**config.mk**
```make
export PLATFORM = sky130hd
export DESIGN_NAME = time_of_day_counter
export DESIGN_NICKNAME = d
export VERILOG_FILES = /design/src/rtl/time_of_day_counter.sv
export SDC_FILE = /design/constraint.sdc
export NUM_CORES = 1
export LEC_CHECK = 0
export CAP_MARGIN = 25
export CORE_ASPECT_RATIO = 1.5
export CORE_MARGIN = 4
export CORE_UTILIZATION = 41
export CTS_BUF_LIST = sky130_fd_sc_hd__clkbuf_16
export DETAILED_ROUTE_END_ITERATION = 10
export DONT_BUFFER_PORTS = 1
export SYNTH_ARGS = -nofsm -noshare
export SYNTH_HDL_FRONTEND = slang
export SYNTH_SLANG_ARGS = --single-unit
```
**constraint.sdc**
```tcl
create_clock -name clk_i -period 2.2 [get_ports clk_i]
set_clock_uncertainty 0.15 [all_clocks]
set_input_delay 0.66 -clock clk_i [delete_from_list [all_inputs] [get_ports clk_i]]
set_output_delay 0.66 -clock clk_i [all_outputs]
set_load 0.005 [all_outputs]
```
**src/rtl/time_of_day_counter.sv**
```systemverilog
`default_nettype none
// ============================================================================
//  Module   : time_of_day_counter
//  Purpose  : HH:MM BCD time-of-day counter with RUN / SET_HR / SET_MIN modes.
//             Optional macro FORMAT_12H_EN selects 12-hour display with PM flag.
//  Revision : 1.0  initial release
// ============================================================================
module time_of_day_counter #(
    parameter int SEC_PER_MIN = 60
) (
    input  logic       clk_i,
    input  logic       rst_ni,
    input  logic       tick_1hz_i,
    input  logic       btn_mode_i,
    input  logic       btn_up_i,
    input  logic       btn_down_i,
    output logic [3:0] digit1_o,
    output logic [3:0] digit2_o,
    output logic [3:0] digit3_o,
    output logic [3:0] digit4_o,
    output logic [1:0] mode_o,
    output logic       colon_o,
    output logic       pm_o,
    output logic       day_wrap_o
);

    localparam int                C_SEC_W    = (SEC_PER_MIN > 1) ? $clog2(SEC_PER_MIN) : 1;
    localparam logic [C_SEC_W-1:0] C_SEC_LAST = C_SEC_W'(SEC_PER_MIN - 1);
    localparam logic [7:0]        C_HR_MAX   = 8'h23;
    localparam logic [7:0]        C_MIN_MAX  = 8'h59;

    typedef enum logic [1:0] {
        MODE_RUN     = 2'd0,
        MODE_SET_HR  = 2'd1,
        MODE_SET_MIN = 2'd2
    } mode_e;

    // Hours and minutes are held as two packed BCD nibbles {tens, units}
    function automatic logic [7:0] bcd_inc(input logic [7:0] v, input logic [7:0] vmax);
        logic [7:0] r;
        if (v == vmax)
            r = 8'h00;
        else if (v[3:0] == 4'd9)
            r = {v[7:4] + 4'd1, 4'd0};
        else
            r = {v[7:4], v[3:0] + 4'd1};
        return r;
    endfunction

    function automatic logic [7:0] bcd_dec(input logic [7:0] v, input logic [7:0] vmax);
        logic [7:0] r;
        if (v == 8'h00)
            r = vmax;
        else if (v[3:0] == 4'd0)
            r = {v[7:4] - 4'd1, 4'd9};
        else
            r = {v[7:4], v[3:0] - 4'd1};
        return r;
    endfunction

    mode_e              mode_q, mode_d;
    logic [C_SEC_W-1:0] sec_q, sec_d;
    logic [7:0]         min_q, min_d;
    logic [7:0]         hr_q, hr_d;
    logic               colon_q, colon_d;
    logic               day_wrap_q, day_wrap_d;

    logic w_edit_up;
    logic w_edit_dn;

    assign w_edit_up = btn_up_i & ~btn_down_i;
    assign w_edit_dn = btn_down_i & ~btn_up_i;

    always_comb begin
        mode_d     = mode_q;
        sec_d      = sec_q;
        min_d      = min_q;
        hr_d       = hr_q;
        colon_d    = colon_q;
        day_wrap_d = 1'b0;

        case (mode_q)
            MODE_RUN: begin
                if (tick_1hz_i) begin
                    colon_d = ~colon_q;
                    if (sec_q == C_SEC_LAST) begin
                        sec_d = '0;
                        min_d = bcd_inc(min_q, C_MIN_MAX);
                        if (min_q == C_MIN_MAX) begin
                            hr_d = bcd_inc(hr_q, C_HR_MAX);
                            if (hr_q == C_HR_MAX)
                                day_wrap_d = 1'b1;
                        end
                    end else begin
                        sec_d = sec_q + C_SEC_W'(1);
                    end
                end
                if (btn_mode_i)
                    mode_d = MODE_SET_HR;
            end
            MODE_SET_HR: begin
                if (btn_mode_i)
                    mode_d = MODE_SET_MIN;
                else if (w_edit_up)
                    hr_d = bcd_inc(hr_q, C_HR_MAX);
                else if (w_edit_dn)
                    hr_d = bcd_dec(hr_q, C_HR_MAX);
            end
            MODE_SET_MIN: begin
                if (btn_mode_i) begin
                    mode_d = MODE_RUN;
                    sec_d  = '0;
                end else if (w_edit_up) begin
                    min_d = bcd_inc(min_q, C_MIN_MAX);
                end else if (w_edit_dn) begin
                    min_d = bcd_dec(min_q, C_MIN_MAX);
                end
            end
            default: mode_d = MODE_RUN;
        endcase

        // Colon is steady whenever the clock is paused for editing
        if (mode_d != MODE_RUN)
            colon_d = 1'b1;
    end

    always_ff @(posedge clk_i or negedge rst_ni) begin
        if (!rst_ni) begin
            mode_q     <= MODE_RUN;
            sec_q      <= '0;
            min_q      <= 8'h00;
            hr_q       <= 8'h00;
            colon_q    <= 1'b1;
            day_wrap_q <= 1'b0;
        end else begin
            mode_q     <= mode_d;
            sec_q      <= sec_d;
            min_q      <= min_d;
            hr_q       <= hr_d;
            colon_q    <= colon_d;
            day_wrap_q <= day_wrap_d;
        end
    end

`ifdef FORMAT_12H_EN
    // Map the internal 00..23 BCD hour to a 01..12 display value plus PM flag
    function automatic logic [8:0] map_12h(input logic [7:0] h);
        logic [7:0] disp;
        logic       pm;
        pm = (h >= 8'h12);
        if (h == 8'h00)
            disp = 8'h12;
        else if (h <= 8'h12)
            disp = h;
        else if (h <= 8'h19)
            disp = {4'd0, h[3:0] - 4'd2};
        else if (h <= 8'h21)
            disp = {4'd0, h[3:0] + 4'd8};
        else
            disp = {4'd1, h[3:0] - 4'd2};
        return {pm, disp};
    endfunction

    logic [7:0] disp_hr_q;
    logic       pm_q;
    logic [8:0] w_map_d;

    assign w_map_d = map_12h(hr_d);

    always_ff @(posedge clk_i or negedge rst_ni) begin
        if (!rst_ni) begin
            disp_hr_q <= 8'h12;
            pm_q      <= 1'b0;
        end else begin
            disp_hr_q <= w_map_d[7:0];
            pm_q      <= w_map_d[8];
        end
    end

    assign digit1_o = disp_hr_q[7:4];
    assign digit2_o = disp_hr_q[3:0];
    assign pm_o     = pm_q;
`else
    assign digit1_o = hr_q[7:4];
    assign digit2_o = hr_q[3:0];
    assign pm_o     = 1'b0;
`endif

    assign digit3_o   = min_q[7:4];
    assign digit4_o   = min_q[3:0];
    assign mode_o     = mode_q;
    assign colon_o    = colon_q;
    assign day_wrap_o = day_wrap_q;

endmodule
`default_nettype wire

```
==> results of run 1 <==
-- through the flow --
stage / total power [uW] / std cells / area [um^2] / hold slack, ns / setup TNS [ns]
after global placement: 2707 / 334 / 2401 / 0.2151 / -0.1174
after detailed placement: 2731 / 334 / 2401 / 0.2152 / -0.3844
after floorplan: 2071 / 239 / 2073 / 0.2144 / 0
after CTS: 3171 / 339 / 2500 / 0.06391 / 0
final: 3182 / 340 / 2511 / 0.05798 / 0
after global routing: 3467 / 340 / 2511 / 0.06266 / 0
-- flip-flops by register name, summed over array words and instances, names as in the netlist --
name / cells
sec_q: 6
colon_o: 1
hr_q: 8
mode_o: 2
min_q: 8
day_wrap_o: 1
-- final cells by class --
| type | instances | area [um^2] |
|---|---|---|
| tap | 66 | 82.58 |
| timing repair buffer | 37 | 302.8 |
| clock buffer | 3 | 75.07 |
| clock inverter | 1 | 3.754 |
| fill | 470 | 2337 |
| sequential | 26 | 653.1 |
| inverter | 16 | 62.56 |
| multi-input combinational | 191 | 1331 |
-- layout by cell type (no fill, tap or decap), drive strengths merged, types with 4 or more instances in the layout --
cell,n
ha,16
nand4,8
nand2,19
dfrtp,25
nand3,9
inv,16
a21oi,17
o31ai,4
a21o,5
nor3,7
buf,37
a31oi,4
or3b,6
nor2,24
o21ai,23
-- logic make-up (layout without fill, tap and decap cells) --
kind of cell,after synthesis,after routing,share of synthesized area
AOI/OAI and AO/OA,78,78,0.2593
buffers and inverters,22,57,0.04404
xor gates and xnor gates,2,2,0.008564
DFF,26,26,0.3187
other,1,1,0.001833
adders and majority gates,16,16,0.09786
and+or+nand+nor,94,94,0.2697
-- critical path, cell delays in order (launching register included) --
cell,delay (ns)
dfrtp_1,0.39
inv_1,0.08
ha_1,0.16
or3b_2,0.48
and4_4,0.24
a221o_1,0.34
a21o_1,0.15
-- power breakdown --
part | total (uW) | leakage, uW | internal [uW] | switching (uW)
registers | 892 | 0.000327 | 657 | 235
logic | 1870 | 0.000821 | 879 | 991
clock network | 419 | 0.0000385 | 244 | 175
total | 3180 | 0.00119 | 1780 | 1400
-- layer usage --
metal / part of all wire / track usage / vias up / wire (um)
li1: - / - / 949 / -
met1: 0.41 / 0.2015 / 940 / 2163
met2: 0.54 / 0.3448 / 30 / 2851
met3: 0.034 / 0.02619 / 6 / 179
met4: 0.013 / 0.06401 / 0 / 71
met5: 0 / 0 / - / 0
-- what timing repair did --
| action | 4_1_cts | 5_1_grt |
|---|---|---|
| resized for setup | 0 | 4 |
| buffers inserted | 0 | 1 |
| hold buffers | 1 | 0 |
| setup endpoints to repair | 0 | 8 |
| hold endpoints to repair | 25 | 0 |
-- worst max-delay path by stage --
stage,start,endpoint,slack (ns)
3_5_place_dp,btn_down_i,min_q[2],-0.06
2_1_floorplan,btn_down_i,hr_q[6],0.002
4_1_cts,min_q[0],min_q[6],0.09
5_1_grt,min_q[5],hr_q[7],0.01
3_3_place_gp,btn_down_i,hr_q[6],-0.03
6_report,hr_q[4],hr_q[6],0.11
==> qor.csv, run 1 <==
stage,metric,value,unit
timing,min_period_over_period,0.9494,
cts,cts_made_buffers,3,
placement,port_buffers,0,
global_route,globalRouteTotalUtil,0.1824,
flow_run,drv_cap,0,
logic_synthesis,yosys_register_bits,26,
logic_synthesis,syn_area,0.002046,mm^2
logic_synthesis,synth_cells,239,
worst_setup_path,crit_path_end_kind,flop,
power_and_ir_drop,p_leak,0.001187,uW
logic_synthesis,synth_most_common_cell,dfrtp_1,
global_route,antenna_found_initial,0,
global_route,grt_pass1_vias,1911,
power_and_ir_drop,ir_drop,0.4740,mV
timing,drv_slew,0,
cts,clock_sinks,26,
global_route,grt_start_max_net_pins,26,
logic_synthesis,yosys_most_used_dff,dfrtp_1,
logic_synthesis,synth_edf_count,0,
timing,finalHoldViolCount,0,
logic_synthesis,yosys.area.top_type,dfrtp_1,
logic_synthesis,syn_avg_cell_area,8.559,um^2
placement,gp_congestion,0.8480,
logic_synthesis,ys_types,55,
detailed_routing,drt_first_pass_iters,5,
final_layout,postLayoutCoreUtil,0.5179,
logic_synthesis,async_flop_share,1.000,
logic_synthesis,synth_commonest_cells,"25 x dfrtp_1, 24 x nor2_1, 21 x o21ai_0, 19 x nand2_1, 17 x a21oi_1",
worst_setup_path,r2r_cells,6,
logic_synthesis,yosysWarnings,0,
worst_setup_path,critPathKind,reg2reg,
detailed_routing,viasPerCell,5.662,
cts,insertion_delay,0.26,ns
final_layout,drive_gt1_frac,0.2445,
global_route,grt_pass1_wl,8894,um
cts,cts_buffer_depth,2,
detailed_routing,drt_iter0_drc,119,
worst_setup_path,r2r-start,hr_q[4],
logic_synthesis,syn_nets,261,
global_route,overflow,0,
floorplan,start_util,0.4219,
timing,slew_headroom,0.6633,
cts,cts_tree,done,
detailed_routing,wl_per_cell,15.49,um
timing,rsz0062_at_grt,false,
worst_setup_path,critPathLaunchType,flop,
power_and_ir_drop,power_density,1267,mW/mm^2
placement,dpl.hpwl,4094,um
cts,clk_pin_slew,0.07,ns
worst_setup_path,required,2.21,ns
timing,fmax,478.8,MHz
placement,place_ws,-0.06425,ns
cts,htreeDepth,1,
floorplan,dieArea,0.006207,mm^2
detailed_routing,routed_wl,5265,um
logic_synthesis,seq_area_frac_synth,0.3187,
detailed_routing,drc,0,
cts,cts-root-buf,clkbuf_16,
worst_hold_path,worstHoldPathType,in2async,
timing,fin_ws,0.1113,ns
logic_synthesis,ys_top_cells_by_area,"dfrtp_1 31%, ha_1 9.8%, o21ai_0 5.1%, nor2_1 4.4%, a21oi_1 4.2%",
detailed_routing,antenna_left,0,
floorplan,core_area,0.004848,mm^2
final_layout,area_growth,22.75,%
floorplan,die_h,94.51,um
floorplan,die_x,65.68,um
worst_setup_path,r2r_slack,0.11,ns
worst_setup_path,cp.arrival,2.10,ns
detailed_routing,vias,1925,
timing,tightestPinTransition,0.4998,ns
final_layout,num_antenna_cells,0,
logic_synthesis,synth_top_area_frac,0.3058,
timing,post-route-min-period,2.089,ns
timing,setup-violations-final,0,
worst_setup_path,rr_endpoint,hr_q[6],
worst_setup_path,cp_max_fo,5,
status,status,finished clean,
floorplan,row_count,31,
final_layout,nets,297,
floorplan,pin_count,27,
Note: power is estimated with default switching activity, not from simulation.
==> inputs of run 2 (changes only) <==
--- a/config.mk
+++ b/config.mk
@@ -5,11 +5,11 @@
 export SDC_FILE = /design/constraint.sdc
 export NUM_CORES = 1
 export LEC_CHECK = 0
+export ABC_AREA = 1
 export CAP_MARGIN = 25
 export CORE_ASPECT_RATIO = 1.5
 export CORE_MARGIN = 4
 export CORE_UTILIZATION = 41
-export CTS_BUF_LIST = sky130_fd_sc_hd__clkbuf_16
 export DETAILED_ROUTE_END_ITERATION = 10
 export DONT_BUFFER_PORTS = 1
 export SYNTH_ARGS = -nofsm -noshare
==> run 2 against run 1 <==
  * Non-clock buffer count is 34 lower
  * Die area rose by 2.9%
  * Critical path depth is 4 higher
  * Worst setup slack improved by 0.23 ns
  * Sequential share of layout area rose by 2.6 points
  * Sequential power rose by 7.4%
  * Global-route usage decreased by 0.90 points
  * Flip-flop and latch count unchanged
  * Largest cell class unchanged
==> qor.csv, run 2 <==
stage,metric,value,unit,change
status,status,finished clean,,
global_route,overflow,0,,unchanged
detailed_routing,vias,1934,,+0.47%
global_route,globalRouteTotalUtil,0.1733,,-0.009007
worst_setup_path,critPathKind,reg2reg,,
detailed_routing,viasPerCell,4.972,,-12%
detailed_routing,drc,0,,unchanged
power_and_ir_drop,p_leak,0.001208,uW,+1.8%
worst_setup_path,cp.arrival,1.93,ns,-0.17 ns
placement,gp_congestion,0.8161,,-3.8%
logic_synthesis,synth_commonest_cells,"114 x nand2_1, 34 x nand3_1, 33 x inv_1, 26 x nor2_1, 25 x dfrtp_1",,
final_layout,nets,346,,+16%
cts,cts_buffer_depth,2,,unchanged
logic_synthesis,async_flop_share,1.000,,unchanged
worst_setup_path,cp_common_cell,nand2_1,,
cts,cts_made_buffers,3,,unchanged
logic_synthesis,syn_area,0.002111,mm^2,+3.2%
logic_synthesis,ys_types,27,,-51%
cts,cts_hold_buf,1,,unchanged
logic_synthesis,syn_nets,342,,+31%
placement,place_ws,0.3297,ns,+0.3940 ns
cts,cts_tree,done,,
timing,drv_slew,0,,unchanged
final_layout,final_cell_mix,"114 x nand2_1, 34 x nand3_1, 33 x inv_1, 26 x nor2_1, 25 x dfrtp_1",,
worst_setup_path,cp_max_fo,8,,+3
timing,setup-violations-final,0,,unchanged
cts,insertion_delay,0.27,ns,about the same
timing,fin_tns_setup,0,ns,unchanged
final_layout,drive_gt1_frac,0.07740,,-0.1671
detailed_routing,routed_wl,5048,um,-4.1%
logic_synthesis,synth_most_common_cell,nand2_1,,
cts,htreeDepth,1,,unchanged
cts,cts-root-buf,clkbuf_8,,
flow_run,drv_cap,0,,unchanged
global_route,grt_pass1_wl,8707,um,-2.1%
timing,post-route-min-period,1.862,ns,-0.2269 ns
logic_synthesis,synth_cells,320,,+34%
detailed_routing,drt_iter0_drc,67,,-44%
floorplan,die_x,66.59,um,+1.4%
floorplan,die_h,95.88,um,+1.4%
power_and_ir_drop,ir_drop,0.6882,mV,+45%
global_route,grt_start_max_net_pins,26,,unchanged
worst_setup_path,crit_chain,inv_1 -> ha_1 -> nand2_1 -> nor2_4 -> nand3_1 -> nand2_1 -> nand2_1 -> inv_2 -> nand2_1 -> nand2_1,,
timing,fin_ws,0.3382,ns,+0.2269 ns
cts,cts-resized-gates,0,,unchanged
cts,cts_setup_buffers,0,,unchanged
detailed_routing,antenna_left,0,,unchanged
detailed_routing,drt_first_pass_iters,4,,-1
global_route,antenna_found_initial,0,,unchanged
global_route,grt_pass1_vias,2005,,+4.9%
timing,fmax,537.1,MHz,+12%
floorplan,pin_count,27,,unchanged
floorplan,row_count,31,,unchanged
floorplan,start_util,0.4285,,+0.006563
worst_setup_path,required,2.27,ns,+0.06 ns
timing,min_period_over_period,0.8463,,-0.1031
logic_synthesis,yosys.area.top_type,dfrtp_1,,
final_layout,area_growth,7.765,%,
logic_synthesis,synth_top_area_frac,0.2964,,-0.009426
logic_synthesis,seq_area_frac_synth,0.3088,,-0.009822
final_layout,fillers,548,,+17%
cts,clock_sinks,26,,unchanged
timing,finalHoldViolCount,0,,unchanged
timing,rsz0062_at_grt,false,,
floorplan,dieArea,0.006384,mm^2,+2.9%
logic_synthesis,ys_top_cells_by_area,"dfrtp_1 30%, nand2_1 20%, ha_1 9.5%, nand3_1 8.1%, inv_1 5.9%",,
logic_synthesis,yosysWarnings,0,,unchanged
logic_synthesis,syn_avg_cell_area,6.596,um^2,-23%
detailed_routing,wl_per_cell,12.98,um,-16%
logic_synthesis,yosys_most_used_dff,dfrtp_1,,
final_layout,num_antenna_cells,0,,unchanged
power_and_ir_drop,finalPower,3009,uW,-5.4%
final_layout,reg_top3,"hr_q (8), min_q (8), sec_q (6)",,
final_layout,postLayoutCoreUtil,0.4618,,-0.05616
placement,port_buffers,0,,unchanged
power_and_ir_drop,power_density,1323,mW/mm^2,+4.4%
placement,dpl.hpwl,3946,um,-3.6%
worst_hold_path,worstHoldPathType,in2async,,
logic_synthesis,synth_edf_count,0,,unchanged
worst_setup_path,critPathLaunchType,flop,,
worst_setup_path,cp_slowest_cell,dfrtp_1,,
cts,clk_pin_slew,0.09,ns,+0.02 ns
floorplan,core_area,0.004926,mm^2,+1.6%
worst_setup_path,crit_path_end_kind,flop,,
final_layout,final_common_cell,nand2_1,,
logic_synthesis,yosys_register_bits,26,,unchanged
worst_setup_path,slowest_delay,0.43,ns,-0.05 ns
-- run 2: changes by cell type in the layout (fill, tap and decap cells not counted), sizes merged, moves of 6 or more --
| cell | delta |
|---|---|
| or3b | -6 |
| inv | +22 |
| nand2 | +99 |
| nor2 | +9 |
| buf | -34 |
| nand3 | +25 |
| nor3 | -7 |
| a21oi | -8 |
-- run 2: stage by stage --
step,hold slack (ns),area (um^2),instances
6_report,0.04030,2275,389
5_1_grt,0.02963,2275,389
4_1_cts,0.04049,2275,389
3_5_place_dp,0.2154,2183,384
3_3_place_gp,0.2153,2183,384
2_1_floorplan,0.2144,2111,320
-- run 2: cells by family after synthesis --
| family | count (synthesis) | share of synthesized area |
|---|---|---|
| compound gates | 32 | 0.08181 |
| other cells | 1 | 0.001777 |
| simple gates | 193 | 0.3918 |
| flops | 26 | 0.3088 |
| xor+xnor | 10 | 0.04149 |
| buf+inv | 42 | 0.07943 |
| fa+ha+maj | 16 | 0.09484 |
-- run 2: report_power, final --
group / switching (uW) / total (uW) / internal [uW]
combinational: 1070 / 1650 / 581
sequential: 293 / 958 / 665
clock: 157 / 401 / 244
total: 1520 / 3010 / 1490
-- run 2: final cells by class --
cell class,instances,area (um^2),area share
flip-flops and latches,26,651.9,0.2866
inverters,38,142.6,0.06271
well taps,66,82.58,0.03630
clock inverters,1,30.03,0.01320
multi-input cells,252,1291,0.5677
repair buffers,3,35.03,0.01540
clock buffers,3,41.29,0.01815
-- run 2: layer usage --
layer,vias to the layer above,global-route usage,routed length [um]
met1,872,0.1882,2049
met3,6,0.02921,244
met2,36,0.3295,2688
li1,1020,-,-
met5,-,0,0
met4,0,0.06102,65
-- run 2: worst max-delay path, delay by kind of cell, from the launching register on --
family,cells,cell delay (ns)
fa+ha+maj,1,0.19
flops,1,0.43
simple gates,7,0.76
buf+inv,2,0.26
-- run 2: path summary, 6_finish.rpt --
check                                start         to  slack, ns  depth (start not counted)
worst max-delay path              min_q[1]    hr_q[2]       0.34                         10
worst min-delay path                rst_ni   sec_q[4]       0.04                          1
worst max register to register    min_q[1]    hr_q[2]       0.34                         10
worst min register to register    sec_q[1]   sec_q[1]       0.40                          2
max in group asynchronous           rst_ni   sec_q[0]       1.71                          1
min in group clk_i              btn_mode_i  mode_o[1]       0.35                          1
==> inputs of run 3 (changes only) <==
==> constraint.sdc (replaced) <==
create_clock -name clk_i -period 1.9 [get_ports clk_i]
set_clock_uncertainty 0.15 [all_clocks]
set_input_delay 0.57 -clock clk_i [delete_from_list [all_inputs] [get_ports clk_i]]
set_output_delay 0.57 -clock clk_i [all_outputs]
set_load 0.005 [all_outputs]
==> run 3 against run 2 <==
  * Flip-flop and latch count did not move
  * Design area up 5.3%
  * Via count grew 3.9%
  * Utilization is 2.4 points higher
  * Global-route usage fell by 0.089 points
  * Clock power up 15%
  * Fmax rose by 8.6%
  * Clock-buffer cell count stayed put
  * Critical path depth unchanged
  * Die area stayed put
  * Wire length fell by 0.53%
  * Highest routed layer unchanged
==> qor.csv, run 3 (synthesized netlist as in run 2, its figures left out) <==
stage,metric,value,unit,change
worst_setup_path,crit_path_end_kind,flop,,
worst_setup_path,crit_chain,inv_2 -> nand2_2 -> nor2_1 -> nand2_1 -> nand2_1 -> nand2_2 -> nor2_4 -> inv_2 -> nand2_1 -> nand2_1,,
floorplan,pin_count,27,,unchanged
worst_setup_path,required,1.92,ns,-0.35 ns
final_layout,design_area,0.002395,mm^2,+5.3%
detailed_routing,drc,0,,unchanged
worst_setup_path,cp_common_cell,nand2_1,,
detailed_routing,vias,2010,,+3.9%
placement,dpl_cell_area,0.002286,mm^2,+4.7%
detailed_routing,wl_per_cell,12.49,um,-3.8%
cts,cts_buffer_depth,2,,unchanged
timing,fmax,583.6,MHz,+8.6%
worst_setup_path,critPathKind,reg2reg,,
timing,drv_slew,0,,unchanged
power_and_ir_drop,power_density,1519,mW/mm^2,+15%
worst_hold_path,worstHoldPathType,in2reg,,
worst_setup_path,cp_slowest_cell,dfrtp_1,,
final_layout,postLayoutCoreUtil,0.4862,,+0.02438
global_route,grt_start_max_net_pins,27,,+3.8%
timing,fin_ws,0.1864,ns,-0.1518 ns
worst_setup_path,cp_max_fo,7,,-1
timing,post-route-min-period,1.714,ns,-0.1482 ns
floorplan,start_util,0.4285,,unchanged
global_route,grt_pass1_wl,8590,um,-1.3%
floorplan,core_area,0.004926,mm^2,unchanged
worst_setup_path,cp.arrival,1.73,ns,-0.20 ns
worst_setup_path,crit_family,simple AND/OR/NAND/NOR gates,,
placement,dpl.hpwl,4039,um,+2.3%
placement,port_buffers,0,,unchanged
cts,cts_tree,done,,
detailed_routing,antenna_left,0,,unchanged
detailed_routing,viasPerCell,5.000,,+0.57%
flow_run,drv_cap,0,,unchanged
detailed_routing,drt_first_pass_iters,4,,unchanged
timing,finalHoldViolCount,0,,unchanged
placement,place_ws,0.1090,ns,-0.2208 ns
cts,htreeDepth,1,,unchanged
floorplan,die_x,66.59,um,unchanged
final_layout,num_antenna_cells,0,,unchanged
timing,min_period_over_period,0.9019,,+0.05562
cts,clk_pin_slew,0.10,ns,about the same
global_route,globalRouteTotalUtil,0.1725,,-0.0008908
timing,setup-violations-final,0,,unchanged
floorplan,dieArea,0.006384,mm^2,unchanged
power_and_ir_drop,p_leak,0.001273,uW,+5.3%
final_layout,drive_gt1_frac,0.1190,,+0.04165
floorplan,die_h,95.88,um,unchanged
cts,clock_sinks,26,,unchanged
detailed_routing,routed_wl,5021,um,-0.53%
timing,fin_tns_setup,0,ns,unchanged
final_layout,final_common_cell,nand2_1,,
detailed_routing,drt_iter0_drc,83,,+24%
cts,insertion_delay,0.27,ns,about the same
worst_setup_path,critPathLaunchType,flop,,
worst_setup_path,path_buf_inv,2,,unchanged
timing,hold_slack,0.2431,ns,+0.2028 ns
global_route,grt_pass1_vias,2026,,+1.0%
global_route,overflow,0,,unchanged
final_layout,final_cell_mix,"114 x nand2_1, 34 x nand3_1, 32 x inv_1, 26 x nor2_1, 23 x dfrtp_1",,
cts,cts-root-buf,clkbuf_8,,
final_layout,reg_top3,"hr_q (8), min_q (8), sec_q (6)",,
power_and_ir_drop,ir_drop,0.5743,mV,-17%
floorplan,row_count,31,,unchanged
cts,cts_made_buffers,3,,unchanged
final_layout,nets,359,,+3.8%
status,status,finished clean,,
global_route,antenna_found_initial,0,,unchanged
final_layout,area_growth,13.46,%,
worst_setup_path,slowest_delay,0.49,ns,+0.06 ns
placement,gp_congestion,0.8518,,+4.4%
-- run 3: changes by cell type in the layout (fill, tap and decap cells not counted), sizes merged --
cell         previous run  this run
dlygate4sd3             0         1
buf                     3        15
-- run 3: timing repair --
| action | in CTS | in global routing |
|---|---|---|
| hold buffers | 2 | 0 |
| endpoints found under the hold margin | 26 | 0 |
| buffers inserted | 0 | 0 |
| endpoints found under the setup margin | 0 | 12 |
| resized for setup | 0 | 4 |
-- run 3: path summary, 6_finish.rpt --
kind / startpoint / endpoint / slack (ns) / depth (start not counted)
min reg2reg: min_q[4] / min_q[4] / 0.42 / 2
min: btn_mode_i / mode_o[1] / 0.24 / 1
max in group asynchronous: rst_ni / colon_o / 0.80 / 2
min in group asynchronous: rst_ni / min_q[7] / 0.57 / 2
max reg2reg: mode_o[0] / min_q[6] / 0.19 / 10
max: mode_o[0] / min_q[6] / 0.19 / 10
-- run 3: per-layer routing --
layer	track usage	wire, um	vias to the layer above
met2	0.3220	2684	34
met3	0.03621	220	6
met4	0.06441	60	0
met1	0.1862	2056	922
met5	0	0	-
li1	-	-	1048
-- run 3: area by class of cell --
cell class / count / area (um^2)
Clock buffer: 3 / 41.29
Clock inverter: 1 / 30.03
Fill cell: 532 / 2531
Inverter: 38 / 142.6
Multi-Input combinational cell: 252 / 1296
Sequential cell: 26 / 654.4
Tap cell: 66 / 82.58
Timing Repair Buffer: 16 / 147.6
-- run 3: where the power goes --
part | internal (uW) | leakage, uW | total, uW | switching (uW)
combinational | 803 | 0.000905 | 2110 | 1310
sequential | 775 | 0.000332 | 1060 | 286
clock | 282 | 0.0000357 | 463 | 181
total | 1860 | 0.00127 | 3640 | 1780
-- run 3: stage by stage --
step,std cells,power [uW]
2_1_floorplan,320,2568
3_3_place_gp,396,3157
3_5_place_dp,396,3166
4_1_cts,402,3666
5_1_grt,402,4049
6_report,402,3638
